**src/rtl/motor_loop_seq_if.sv**
```systemverilog
// Feedback-read, PID and DAC handshake bundle of motor_loop_seq.
// Signal suffixes are seen from the sequencer (master) side.
interface motor_loop_seq_if;
  logic        rd_req_o;
  logic        ufeed_en_i;
  logic        pid_start_o;
  logic        pid_done_i;
  logic [15:0] pid_data_i;
  logic        dac_wr_en_o;
  logic [15:0] dac_data_o;
  logic        dac_ack_i;

  modport master (
    output rd_req_o,
    output pid_start_o,
    output dac_wr_en_o,
    output dac_data_o,
    input  ufeed_en_i,
    input  pid_done_i,
    input  pid_data_i,
    input  dac_ack_i
  );

  modport slave (
    input  rd_req_o,
    input  pid_start_o,
    input  dac_wr_en_o,
    input  dac_data_o,
    output ufeed_en_i,
    output pid_done_i,
    output pid_data_i,
    output dac_ack_i
  );
endinterface

```
**src/rtl/motor_loop_seq.sv**
```systemverilog
// Tick-paced motor control loop: sample Ufeed, run PID, write DAC,
// with per-phase timeouts and dropped-tick (overrun) accounting.
module motor_loop_seq #(
  parameter int unsigned PERIOD_100HZ = 1000000,
  parameter int unsigned PERIOD_200HZ = 500000,
  parameter int unsigned PERIOD_300HZ = 333333,
  parameter int unsigned TIMEOUT_CYC  = 4096
) (
  input  logic              clk_i,
  input  logic              rst_i,
  input  logic              loop_en_i,
  input  logic [1:0]        motor_freq_i,
  input  logic              err_clr_i,
  motor_loop_seq_if.master  bus,
  output logic              busy_o,
  output logic [2:0]        state_o,
  output logic              timeout_err_o,
  output logic [15:0]       overrun_cnt_o
);

  localparam int unsigned PM01 =
    (PERIOD_100HZ > PERIOD_200HZ) ? PERIOD_100HZ : PERIOD_200HZ;
  localparam int unsigned PMAX =
    (PM01 > PERIOD_300HZ) ? PM01 : PERIOD_300HZ;
  localparam int CW = (PMAX > 1) ? $clog2(PMAX) : 1;
  localparam int PW = (TIMEOUT_CYC > 1) ? $clog2(TIMEOUT_CYC) : 1;

  typedef enum logic [2:0] {
    IDLE      = 3'd0,
    WAIT_TICK = 3'd1,
    READ      = 3'd2,
    WAIT_FEED = 3'd3,
    CALC      = 3'd4,
    WRITE     = 3'd5
  } state_t;

  state_t        state_q, state_d;
  logic [CW-1:0] cnt_q, cnt_d;
  logic [CW-1:0] last;
  logic [1:0]    freq_q;
  logic [PW-1:0] phase_q, phase_d;
  logic [15:0]   dac_q, dac_d;
  logic [15:0]   ovr_q, ovr_d;
  logic          tmo_q, tmo_d;
  logic          tick;
  logic          timed;
  logic          tmo_evt;
  logic          load;
  logic          busy;

  always_comb begin
    last = '0;
    case (motor_freq_i)
      2'd0:    last = CW'(PERIOD_100HZ - 1);
      2'd1:    last = CW'(PERIOD_200HZ - 1);
      2'd2:    last = CW'(PERIOD_300HZ - 1);
      default: last = '0;
    endcase
  end

  // A rate change restarts the period from zero without ticking.
  always_comb begin
    cnt_d = cnt_q + CW'(1);
    tick  = 1'b0;
    if (motor_freq_i != freq_q || motor_freq_i == 2'd3) begin
      cnt_d = '0;
    end else if (cnt_q == last) begin
      cnt_d = '0;
      tick  = 1'b1;
    end
  end

  assign timed = (phase_q == PW'(TIMEOUT_CYC - 1));

  always_comb begin
    state_d = state_q;
    tmo_evt = 1'b0;
    load    = 1'b0;
    if (!loop_en_i) begin
      state_d = IDLE;
    end else begin
      case (state_q)
        IDLE:      state_d = WAIT_TICK;
        WAIT_TICK: if (tick) state_d = READ;
        READ:      state_d = WAIT_FEED;
        WAIT_FEED: begin
          if (bus.ufeed_en_i) begin
            state_d = CALC;
          end else if (timed) begin
            state_d = WAIT_TICK;
            tmo_evt = 1'b1;
          end
        end
        CALC: begin
          if (bus.pid_done_i) begin
            state_d = WRITE;
            load    = 1'b1;
          end else if (timed) begin
            state_d = WAIT_TICK;
            tmo_evt = 1'b1;
          end
        end
        WRITE: begin
          if (bus.dac_ack_i) begin
            state_d = WAIT_TICK;
          end else if (timed) begin
            state_d = WAIT_TICK;
            tmo_evt = 1'b1;
          end
        end
        default:   state_d = IDLE;
      endcase
    end
  end

  assign busy = (state_q == READ) || (state_q == WAIT_FEED) ||
                (state_q == CALC) || (state_q == WRITE);

  always_comb begin
    phase_d = phase_q;
    if (state_d != state_q) begin
      phase_d = '0;
    end else if (state_q == WAIT_FEED || state_q == CALC ||
                 state_q == WRITE) begin
      phase_d = phase_q + PW'(1);
    end
  end

  // New events take priority over a coincident clear.
  always_comb begin
    dac_d = load ? bus.pid_data_i : dac_q;
    tmo_d = tmo_q;
    ovr_d = ovr_q;
    if (tmo_evt)        tmo_d = 1'b1;
    else if (err_clr_i) tmo_d = 1'b0;
    if (tick && busy) begin
      if (err_clr_i)             ovr_d = 16'd1;
      else if (ovr_q != 16'hFFFF) ovr_d = ovr_q + 16'd1;
    end else if (err_clr_i) begin
      ovr_d = '0;
    end
  end

  always_ff @(posedge clk_i or posedge rst_i) begin
    if (rst_i) begin
      state_q <= IDLE;
      cnt_q   <= '0;
      freq_q  <= '0;
      phase_q <= '0;
      dac_q   <= '0;
      ovr_q   <= '0;
      tmo_q   <= 1'b0;
    end else begin
      state_q <= state_d;
      cnt_q   <= cnt_d;
      freq_q  <= motor_freq_i;
      phase_q <= phase_d;
      dac_q   <= dac_d;
      ovr_q   <= ovr_d;
      tmo_q   <= tmo_d;
    end
  end

  // Strobes decode the state register so reset clears them at once.
  assign bus.rd_req_o    = (state_q == READ);
  assign bus.pid_start_o = (state_q == CALC) && (phase_q == '0);
  assign bus.dac_wr_en_o = (state_q == WRITE);
  assign bus.dac_data_o  = dac_q;
  assign busy_o          = busy;
  assign state_o         = state_q;
  assign timeout_err_o   = tmo_q;
  assign overrun_cnt_o   = ovr_q;

endmodule

```
**src/flat_wrapper.sv**
```systemverilog
// flat-port wrapper written by rule: the top's interface ports become plain ports
module motor_loop_seq_flat 
#(
  parameter int unsigned PERIOD_100HZ = 1000000,
  parameter int unsigned PERIOD_200HZ = 500000,
  parameter int unsigned PERIOD_300HZ = 333333,
  parameter int unsigned TIMEOUT_CYC  = 4096
)
  (clk_i, rst_i, loop_en_i, motor_freq_i, err_clr_i, busy_o, state_o, timeout_err_o, overrun_cnt_o, bus_rd_req_o, bus_pid_start_o, bus_dac_wr_en_o, bus_dac_data_o, bus_ufeed_en_i, bus_pid_done_i, bus_pid_data_i, bus_dac_ack_i);
  motor_loop_seq_if bus_i ();
  input  logic clk_i;
  input  logic rst_i;
  input  logic loop_en_i;
  input  logic [1:0] motor_freq_i;
  input  logic err_clr_i;
  output logic busy_o;
  output logic [2:0] state_o;
  output logic timeout_err_o;
  output logic [15:0] overrun_cnt_o;
  output wire logic [$bits(bus_i.rd_req_o)-1:0] bus_rd_req_o;
  output wire logic [$bits(bus_i.pid_start_o)-1:0] bus_pid_start_o;
  output wire logic [$bits(bus_i.dac_wr_en_o)-1:0] bus_dac_wr_en_o;
  output wire logic [$bits(bus_i.dac_data_o)-1:0] bus_dac_data_o;
  input wire logic [$bits(bus_i.ufeed_en_i)-1:0] bus_ufeed_en_i;
  input wire logic [$bits(bus_i.pid_done_i)-1:0] bus_pid_done_i;
  input wire logic [$bits(bus_i.pid_data_i)-1:0] bus_pid_data_i;
  input wire logic [$bits(bus_i.dac_ack_i)-1:0] bus_dac_ack_i;
  assign bus_rd_req_o = bus_i.rd_req_o;
  assign bus_pid_start_o = bus_i.pid_start_o;
  assign bus_dac_wr_en_o = bus_i.dac_wr_en_o;
  assign bus_dac_data_o = bus_i.dac_data_o;
  assign bus_i.ufeed_en_i = bus_ufeed_en_i;
  assign bus_i.pid_done_i = bus_pid_done_i;
  assign bus_i.pid_data_i = bus_pid_data_i;
  assign bus_i.dac_ack_i = bus_dac_ack_i;
  motor_loop_seq #(.PERIOD_100HZ(PERIOD_100HZ), .PERIOD_200HZ(PERIOD_200HZ), .PERIOD_300HZ(PERIOD_300HZ), .TIMEOUT_CYC(TIMEOUT_CYC)) u_core (.clk_i(clk_i), .rst_i(rst_i), .loop_en_i(loop_en_i), .motor_freq_i(motor_freq_i), .err_clr_i(err_clr_i), .bus(bus_i), .busy_o(busy_o), .state_o(state_o), .timeout_err_o(timeout_err_o), .overrun_cnt_o(overrun_cnt_o));
endmodule
```
**config.mk**
```make
export PLATFORM = sky130hd
export DESIGN_NAME = motor_loop_seq_flat
export DESIGN_NICKNAME = d
export VERILOG_FILES = /design/src/rtl/motor_loop_seq_if.sv /design/src/rtl/motor_loop_seq.sv /design/src/flat_wrapper.sv
export SDC_FILE = /design/constraint.sdc
export NUM_CORES = 1
export LEC_CHECK = 0
export ABC_AREA = 1
export CAP_MARGIN = 10
export CORE_ASPECT_RATIO = 1.2
export CORE_MARGIN = 2
export CORE_UTILIZATION = 54
export CTS_CLUSTER_SIZE = 8
export DETAILED_ROUTE_END_ITERATION = 6
export GPL_TIMING_DRIVEN = 0
export PLACE_DENSITY = 0.86
export SYNTH_ARGS = -nofsm -noshare
export SYNTH_HDL_FRONTEND = slang
export SYNTH_SLANG_ARGS = --single-unit
export TNS_END_PERCENT = 1
```
**constraint.sdc**
```tcl
create_clock -name clk_i -period 3.35 [get_ports clk_i]
set_input_delay 0.8375 -clock clk_i [delete_from_list [all_inputs] [get_ports clk_i]]
set_output_delay 0.8375 -clock clk_i [all_outputs]
set_load 0.01 [all_outputs]
```
Word level (Yosys, flattened, before mapping)
Index checks and enable logic that the tools add are counted.
Operators by class
  add/subtract/negate cells: 3
  eq/ne operators: 13
  multiplexer cells: 29
  reduce and logical (&&, ||, !) cells: 16
Operators with widths (count)
  $mux W16: 4
  $pmux W20 S3: 1
  $mux W20: 2
  $mux W12: 2
  $add A20 B1 Y20 const B: 1
  $eq A20 B20 Y1: 1
  $mux W3: 6
  $pmux W3 S6: 1
  $add A16 B1 Y16 const B: 1
  $ne A16 B16 Y1 const B: 1
  $add A12 B1 Y12 const B: 1
  $eq A12 B12 Y1 const B: 1
  $logic_not A12 Y1: 1
  $mux W1: 12
  $reduce_bool A2 Y1: 4
  $eq A3 B2 Y1 const B: 2
  $eq A3 B3 Y1 const B: 2
  $logic_or A1 B1 Y1: 6
  $eq A2 B2 Y1 const B: 2
  $eq A3 B1 Y1 const B: 1
  $logic_not A3 Y1: 1
  $ne A3 B3 Y1: 1
  $pmux W1 S3: 1
  $eq A2 B1 Y1 const B: 1
  4 further kinds: 5
Word-level totals
  register bits: 70
  bits of input ports: 25
  output and inout bits: 40
  word-level logic and storage cells: 68

Longest topological paths before layout
Gate-level depths: netlist of the first run.
  depth after elaboration: 10
  mapped depth: 17

Least setup slack after synthesis of the first run
OpenSTA, ideal clock, no wires.
  kind: input-to-reg
  start point: input port motor_freq_i[0]
  end point: register u_core.ovr_q[2] (netlist: u_core.overrun_cnt_o[2])
  arrival: 2145 ps
  data required time: 3224 ps
  setup slack: 1078 ps
  stages: 11
  cell sequence: buf_4 > inv_1 > nand2_2 > nand2_1 > nand2_1 > nor2_1 > nand4_1 > nand3b_4 > nand2_2 > buf_2 > o22ai_1
Between the ends
  longest elaborated chain between the ends: 8
  elaborated cells on any way between the ends: 14
  those cells by class: eq/ne: 5; mux: 4; reduce/logical: 5
Ends and longest elaborated chain
  start: declaration: line flat_wrapper.sv:14  | input logic [1:0] motor_freq_i;
  $eq A2 B2 Y1, or another cell as far along: line motor_loop_seq.sv:53  | case (motor_freq_i)
  $pmux W20 S3: line motor_loop_seq.sv:53
  $eq A20 B20 Y1: line motor_loop_seq.sv:67  | end else if (cnt_q == last) begin
  $mux W1: line motor_loop_seq.sv:67
  $mux W1 *: line motor_loop_seq.sv:65  | if (motor_freq_i != freq_q || motor_freq_i == 2'd3) begin
  $logic_and A1 B1 Y1 *: line motor_loop_seq.sv:136  | if (tick && busy) begin
  $reduce_bool A2 Y1 (no source line)
  $reduce_and A2 Y1 (no source line)
  end signal: assignment: line motor_loop_seq.sv:159  | ovr_q <= ovr_d;
  end: declaration: line motor_loop_seq.sv:43  | logic [15:0] ovr_q, ovr_d;
Mark *: on every way between the ends. The rest lies on a longest branch, timed or not.
A chain may end at the register's enable or synchronous reset.

Worst setup path after layout of the first run
  start point: register u_core.state_q[2] (netlist: u_core.state_o[2])
  end point: output port bus_pid_start_o
Between the ends
  longest elaborated chain between the ends: 2
Ends and longest elaborated chain
  start: declaration: line motor_loop_seq.sv:37  | state_t state_q, state_d;
  start signal: assignment: line motor_loop_seq.sv:154  | state_q <= state_d;
  $eq A3 B3 Y1: line motor_loop_seq.sv:166  | assign bus.pid_start_o = (state_q == CALC) && (phase_q == '0);
  $logic_and A1 B1 Y1: line motor_loop_seq.sv:166
  end: declaration: line flat_wrapper.sv:21  | output wire logic [$bits(bus_i.pid_start_o)-1:0] bus_pid_start_o;
No other way between the ends.

==> results of run 1 <==
-- critical path, delay by kind of cell, from the launching register on --
family                 cells  cell delay, ns
buffers and inverters      4            0.88
flip-flops                 1            0.44
AND/OR/NAND/NOR            3            0.59
-- per-stage QoR --
step           setup WS, ns  total power, W
2_1_floorplan         0.744        0.000959
3_3_place_gp         -0.439         0.00102
3_5_place_dp          0.151         0.00102
4_1_cts               0.281         0.00180
5_1_grt               0.177         0.00184
6_report              0.265         0.00179
-- report_power, final --
part,internal [W],leakage [nW],switching (W)
Sequential,0.000852,0.970,0.00000711
Clock,0.000442,0.110,0.000341
Combinational,0.0000594,1.26,0.0000854
Total,0.00135,2.34,0.000433
-- cell usage in the layout, fill, tap and decap left out, drive strengths merged, types with 16 or more instances in the layout --
cell type	count
clkdlybuf4s50	62
dfrtp	70
inv	84
mux2	16
nand2	122
nand3	34
nor2	78
nor3	24
o21ai	18
xor2	34
-- flip-flops by register name (all words and copies together) (netlist names) --
register,count
u_core.freq_q,2
u_core.timeout_err_o,1
u_core.state_o,3
u_core.phase_q,12
u_core.bus.dac_data_o,16
u_core.cnt_q,20
u_core.overrun_cnt_o,16
-- layer usage --
metal,routed length (µm),vias up
met1,4140,1816
met3,520,34
met2,4930,135
met5,0,-
li1,-,1864
met4,329,0
-- area by class of cell --
class	instances	area share
Inverter	83	0.0612
Buffer	9	0.0110
Clock buffer	11	0.0275
Timing Repair Buffer	62	0.121
Clock inverter	5	0.0158
Multi-Input combinational cell	381	0.400
Sequential cell	70	0.341
Tap cell	92	0.0224
-- how the worst max path moves through the flow --
stage | end | startpoint
after detailed placement | u_core.overrun_cnt_o[1]$_DFFE_PP0P_ | motor_freq_i[1]
after floorplan | u_core.bus.dac_data_o[0]$_DFFE_PP0P_ | rst_i
after CTS | bus_pid_start_o | u_core.state_o[2]$_DFF_PP0_
after global placement | u_core.overrun_cnt_o[6]$_DFFE_PP0P_ | rst_i
after global routing | bus_pid_start_o | u_core.state_o[2]$_DFF_PP0_
final | bus_pid_start_o | u_core.state_o[2]$_DFF_PP0_
-- kinds of logic after synthesis --
kind of cell | Yosys count | synth area share
simple gates | 291 | 0.315
buf+inv | 92 | 0.0882
flops | 70 | 0.420
xor+xnor | 38 | 0.0798
compound gates | 32 | 0.0423
mux | 16 | 0.0432
fa+ha+maj | 4 | 0.0120
==> flow_metrics.env, run 1 <==
export IMPL_cts_htree_levels=3
export IMPL_final_layout_size_suffix_gt1_frac=0.0982
export IMPL_timing_fmax_mhz=324
export IMPL_cp_max_fo=5
export IMPL_final_instance_count_without_filler_cells=713
export IMPL_io_buffers=62
export IMPL_met1_usage=0.285
export IMPL_hold_viol_final=0
export IMPL_grt_setup_unrepaired="false"
export IMPL_yosysWarnings=0
export IMPL_postCtsHoldBufs=0
export IMPL_power_per_cell_area_nw_per_um2=348
export IMPL_fin_hold_ws_ns=0.504
export IMPL_io_pin_count=65
export IMPL_synthCells=543
export IMPL_cts_num_sinks=70
export IMPL_yosys_area_top_type="dfrtp_1"
export IMPL_wl_per_cell_um=13.9
export IMPL_fillCellCount=604
export IMPL_globalplace_congestion=0.955
export IMPL_run_status="complete, no violations"
export IMPL_setup_fix_buffers_added_after_clock_tree_synthesis=0
export IMPL_final_worst_path_period_share=0.921
export IMPL_vias=3849
export IMPL_dp_cells=697
export IMPL_grt_usage=0.245
export IMPL_global_route_usage_met3=0.0461
export IMPL_worstPathCellList="inv_1 -> nor2_1 -> inv_1 -> nor2_1 -> inv_1 -> nor3_1 -> clkdlybuf4s50_1"
export IMPL_finalSetupViolations=0
export IMPL_max_slew_margin_rel=0.413
export IMPL_multiInputGateArea_um2=2050
export IMPL_drt_first_iter_violations=280
export IMPL_timing_worst_slew_pin_value_ns=0.880
export IMPL_fp_dieH_um=100
export IMPL_path_common_cell="inv_1"
export IMPL_cp_arrival_ns=2.25
export IMPL_ys_top_cells_by_count="nand2_1, inv_1, dfrtp_1, nor2_1, xor2_1"
export IMPL_mappedNetlistNets=572
export IMPL_overflow=0
export IMPL_initial_core_util=0.551
export IMPL_postLayoutCellArea_um2=5130
export IMPL_sequential_cell_area_um2=1750
export IMPL_ys_seq_area_frac=0.420
export IMPL_core_area_um2=7580
export IMPL_numCtsBuffers=9
export IMPL_timing_hold_worst_endpoint="u_core.bus.dac_data_o[11]$_DFFE_PP0P_"
export IMPL_fin_worst_skew_ns=0.0126
export IMPL_route_antenna_remaining_nets=0
export IMPL_route_detailed_vias_per_inst=5.40
export IMPL_synth_top_area_share=0.420
export IMPL_critical_path_endpoint_type="primary output"
export IMPL_netlist_cell_type_count=31
export IMPL_largest_net_degree_at_the_start_of_global_routing=71
export IMPL_grt_met2_usage=0.426
export IMPL_cts_repair_resize_count=0
export IMPL_setup_worst_path_start_class="flip-flop"
export IMPL_critical_path_reg2reg_startpoint="u_core.overrun_cnt_o[0]$_DFFE_PP0P_"
export IMPL_dpl_hpwl_mm=7.24
export IMPL_yosysMostFrequentCell="nand2_1"
export IMPL_r2r_slack_ns=1.03
export IMPL_die_area_um2=8450
export IMPL_clock_latency_ns=0.35
export IMPL_holdPathStages=1
export IMPL_detail_route_wirelength_mm=9.92
export IMPL_vias_in_the_first_global_route=3901
export IMPL_synth_enable_flop_cells=0
export IMPL_maxCapViolCount=0
export IMPL_critical_path_max_stage_delay_ns=0.57
export IMPL_clkSlewWorstSetupHoldPaths_ns=0.07
export IMPL_power_leakage_nw=2.34
export IMPL_final_max_slew_violation_count=0
export IMPL_drc=0
export IMPL_grt_first_pass_wirelength_mm=16.7
export IMPL_synth_top_cells_by_area="dfrtp_1, nand2_1, inv_1"
export IMPL_timing_setup_tns_ns=0
export IMPL_ctsRootBufferMaster="clkbuf_8"
export IMPL_yosys_reg_bits=70
export IMPL_layout_area_overhead_vs_synth_pct=23.0
export IMPL_number_of_antenna_violations_at_the_first_check_in_global_routing=0
export IMPL_drt_pre_antenna_iters=5
export IMPL_reg2reg_depth=10
export IMPL_postPlaceCellArea_um2=4910
export IMPL_shortest_period_the_worst_path_allows_ns=3.08
export IMPL_clockBufferDepth=2
export IMPL_num_nets_final=645
export IMPL_global_route_peak_usage_layer="met2"
export IMPL_synth_top_flop_cell="dfrtp_1"
export IMPL_mapped_avg_cell_area_um2=7.68
export IMPL_fin_util=0.677
export IMPL_tritoncts="done"
export IMPL_worst_ir_drop_on_vdd_mv=0.294
export IMPL_worstHoldPathType="reg -> reg"
export IMPL_cpMaxStageDelayCell="clkdlybuf4s50_1"
export IMPL_syn_cell_area_um2=4170
export IMPL_worst_hold_startpoint="u_core.bus.dac_data_o[11]$_DFFE_PP0P_"
export IMPL_antenna_diode_count=0
export IMPL_criticalPathCategory="reg -> out"
export IMPL_num_rows=35
export IMPL_synth_async_sr_flop_share=1.00
export IMPL_floorplan_die_width_um=84.2
export IMPL_ff_to_ff_end="u_core.overrun_cnt_o[7]$_DFFE_PP0P_"
export IMPL_data_required_time_at_the_worst_endpoint_ns=2.51
(Power assumes the default switching activity.)
==> run 2: changes to the inputs <==
--- a/config.mk
+++ b/config.mk
@@ -10,6 +10,7 @@
 export CORE_ASPECT_RATIO = 1.2
 export CORE_MARGIN = 2
 export CORE_UTILIZATION = 54
+export CTS_CLUSTER_DIAMETER = 40
 export CTS_CLUSTER_SIZE = 8
 export DETAILED_ROUTE_END_ITERATION = 6
 export GPL_TIMING_DRIVEN = 0
==> results of run 2 <==
Final layout, timing and power as in run 1 (identical DEF).
==> run 3: changes to the inputs <==
--- a/config.mk
+++ b/config.mk
@@ -13,8 +13,8 @@
 export CTS_CLUSTER_DIAMETER = 40
 export CTS_CLUSTER_SIZE = 8
 export DETAILED_ROUTE_END_ITERATION = 6
-export GPL_TIMING_DRIVEN = 0
 export PLACE_DENSITY = 0.86
+export SETUP_SLACK_MARGIN = 0.5
 export SYNTH_ARGS = -nofsm -noshare
 export SYNTH_HDL_FRONTEND = slang
 export SYNTH_SLANG_ARGS = --single-unit
==> flow_metrics.env, run 3 (synthesized netlist as in run 1, its figures left out) <==
export IMPL_run_status="complete, no violations"
export IMPL_sequential_cell_area_um2=1750
export IMPL_worst_hold_startpoint="u_core.timeout_err_o$_DFFE_PP0P_"
export IMPL_overflow=0
export IMPL_p_seq_frac=0.449
export IMPL_multiInputGateArea_um2=2100
export IMPL_globalplace_congestion=0.975
export IMPL_dpl_hpwl_mm=7.13
export IMPL_critPathCapture="bus_pid_start_o"
export IMPL_critical_path_endpoint_type="primary output"
export IMPL_tritoncts="done"
export IMPL_number_of_antenna_violations_at_the_first_check_in_global_routing=0
export IMPL_criticalPathCategory="reg -> out"
export IMPL_fin_worst_skew_ns=0.0140
export IMPL_max_flop_register="u_core.cnt_q"
export IMPL_final_layout_size_suffix_gt1_frac=0.112
export IMPL_worstPathCellList="nor2_1 -> inv_1 -> nor2_2 -> inv_1 -> nor3_1 -> dlygate4sd2_1"
export IMPL_p_comb_frac=0.079
export IMPL_shortest_period_the_worst_path_allows_ns=2.71
export IMPL_antenna_diode_count=0
export IMPL_core_area_um2=7580
export IMPL_io_pin_count=65
export IMPL_cp_num_cells=6
export IMPL_mostFrequentLayoutCell="nand2_1"
export IMPL_wl_per_cell_um=13.6
export IMPL_critical_path_reg2reg_startpoint="u_core.overrun_cnt_o[1]$_DFFE_PP0P_"
export IMPL_maxCapViolCount=0
export IMPL_floorplan_die_width_um=84.2
export IMPL_critical_path_max_stage_delay_ns=0.46
export IMPL_clkSlewWorstSetupHoldPaths_ns=0.09
export IMPL_reg2reg_depth=8
export IMPL_fillCellCount=595
export IMPL_part_of_the_total_power_dissipated_in_the_clock_network=0.472
export IMPL_clock_latency_ns=0.36
export IMPL_final_max_slew_violation_count=0
export IMPL_power_share_switching=0.223
export IMPL_initial_core_util=0.551
export IMPL_timing_worst_slew_pin_value_ns=0.608
export IMPL_num_nets_final=649
export IMPL_grt_usage=0.245
export IMPL_fp_dieH_um=100
export IMPL_largest_delay_share_family_worst_path="simple AND/OR/NAND/NOR gates"
export IMPL_data_required_time_at_the_worst_endpoint_ns=2.51
export IMPL_final_cell_mix="nand2_1, inv_1, dfrtp_1"
export IMPL_cpMaxStageDelayCell="dfrtp_1"
export IMPL_worstHoldPathType="reg -> reg"
export IMPL_final_worst_path_period_share=0.809
export IMPL_numCtsBuffers=9
export IMPL_max_slew_margin_rel=0.591
export IMPL_power_per_cell_area_nw_per_um2=364
export IMPL_setup_worst_path_start_class="flip-flop"
export IMPL_ctsRootBufferMaster="clkbuf_8"
export IMPL_r2r_slack_ns=1.17
export IMPL_largest_reg_flops=20
export IMPL_grt_setup_unrepaired="true"
export IMPL_ff_to_ff_end="u_core.overrun_cnt_o[15]$_DFFE_PP0P_"
export IMPL_timing_setup_tns_ns=0
export IMPL_largest_net_degree_at_the_start_of_global_routing=27
export IMPL_vias=3856
export IMPL_cp_num_buf_inv=3
export IMPL_layout_area_overhead_vs_synth_pct=26.0
export IMPL_worstSetupStartpoint="u_core.state_o[1]$_DFF_PP0_"
export IMPL_detail_route_wirelength_mm=9.79
export IMPL_power_internal_w=0.00149
export IMPL_route_detailed_vias_per_inst=5.38
export IMPL_route_antenna_remaining_nets=0
export IMPL_cp_arrival_ns=1.87
export IMPL_die_area_um2=8450
export IMPL_worst_ir_drop_on_vdd_mv=0.375
export IMPL_cp_max_fo=7
export IMPL_fin_util=0.694
export IMPL_drc=0
export IMPL_cts_num_sinks=70
export IMPL_io_buffers=64
export IMPL_drt_first_iter_violations=199
export IMPL_cts_htree_levels=3
export IMPL_timing_fmax_mhz=369
export IMPL_fin_hold_ws_ns=0.501
export IMPL_power_leakage_nw=2.41
export IMPL_num_rows=35
export IMPL_drt_pre_antenna_iters=5
export IMPL_hold_viol_final=0
export IMPL_vias_in_the_first_global_route=3809
export IMPL_postLayoutCellArea_um2=5260
export IMPL_finalSetupViolations=0
export IMPL_switchingPower_w=0.000427
export IMPL_clockBufferDepth=2
export IMPL_grt_first_pass_wirelength_mm=16.7
export IMPL_postPlaceCellArea_um2=4940
export IMPL_path_common_cell="inv_1"
==> run 3: metal layers <==
layer	GRT usage	part of all wire	up-vias
met1	0.281	0.40	1789
met4	0.122	0.038	0
met3	0.0650	0.064	41
met2	0.423	0.50	140
li1	-	-	1886
met5	0	0	-
==> run 3: how the worst min path moves through the flow <==
stage,slack [ns],end,cells after the start
4_1_cts,0.51,u_core.timeout_err_o$_DFFE_PP0P_,2
2_1_floorplan,0.51,u_core.cnt_q[0]$_DFF_PP0_,1
3_3_place_gp,0.48,u_core.timeout_err_o$_DFFE_PP0P_,2
3_5_place_dp,0.49,u_core.timeout_err_o$_DFFE_PP0P_,2
5_1_grt,0.53,u_core.bus.dac_data_o[10]$_DFFE_PP0P_,1
6_report,0.50,u_core.timeout_err_o$_DFFE_PP0P_,2
==> run 3: through the flow <==
step | total power (W) | cells | worst slack (ns)
2_1_floorplan | 0.000959 | 543 | 0.744
3_3_place_gp | 0.00102 | 699 | 0.237
3_5_place_dp | 0.00102 | 699 | 0.146
4_1_cts | 0.00192 | 716 | 0.506
5_1_grt | 0.00198 | 717 | 0.477
6_report | 0.00191 | 717 | 0.641
==> run 3: timing repair <==
action	4_1_cts	5_1_grt
pin swaps	0	1
setup endpoints to repair	1	27
gates cloned	0	1
hold buffers	0	0
gates resized for setup	2	8
buffers inserted	1	0
==> run 3: tightest hold or removal path: stages, from the launching register on <==
cell and delay [ns]:
dfrtp_1 0.36, nand2_1 0.05, o21ai_0 0.06
==> run 3: power by group through the flow <==
stage	logic, W	clock network, W	registers, W
after CTS	0.000146	0.000915	0.000859
after global placement	0.000142	0	0.000875
after detailed placement	0.000145	0	0.000875
after global routing	0.000170	0.000955	0.000860
final	0.000151	0.000902	0.000859
after floorplan	0.0000823	0	0.000876
==> run 3: area by class of cell <==
| class | instances | share of cell area |
|---|---|---|
| clock buffers | 10 | 0.0243 |
| flip-flops and latches | 70 | 0.333 |
| multi-input cells | 382 | 0.399 |
| well taps | 92 | 0.0219 |
| clock inverters | 6 | 0.0255 |
| repair buffers | 74 | 0.136 |
| inverters | 83 | 0.0593 |
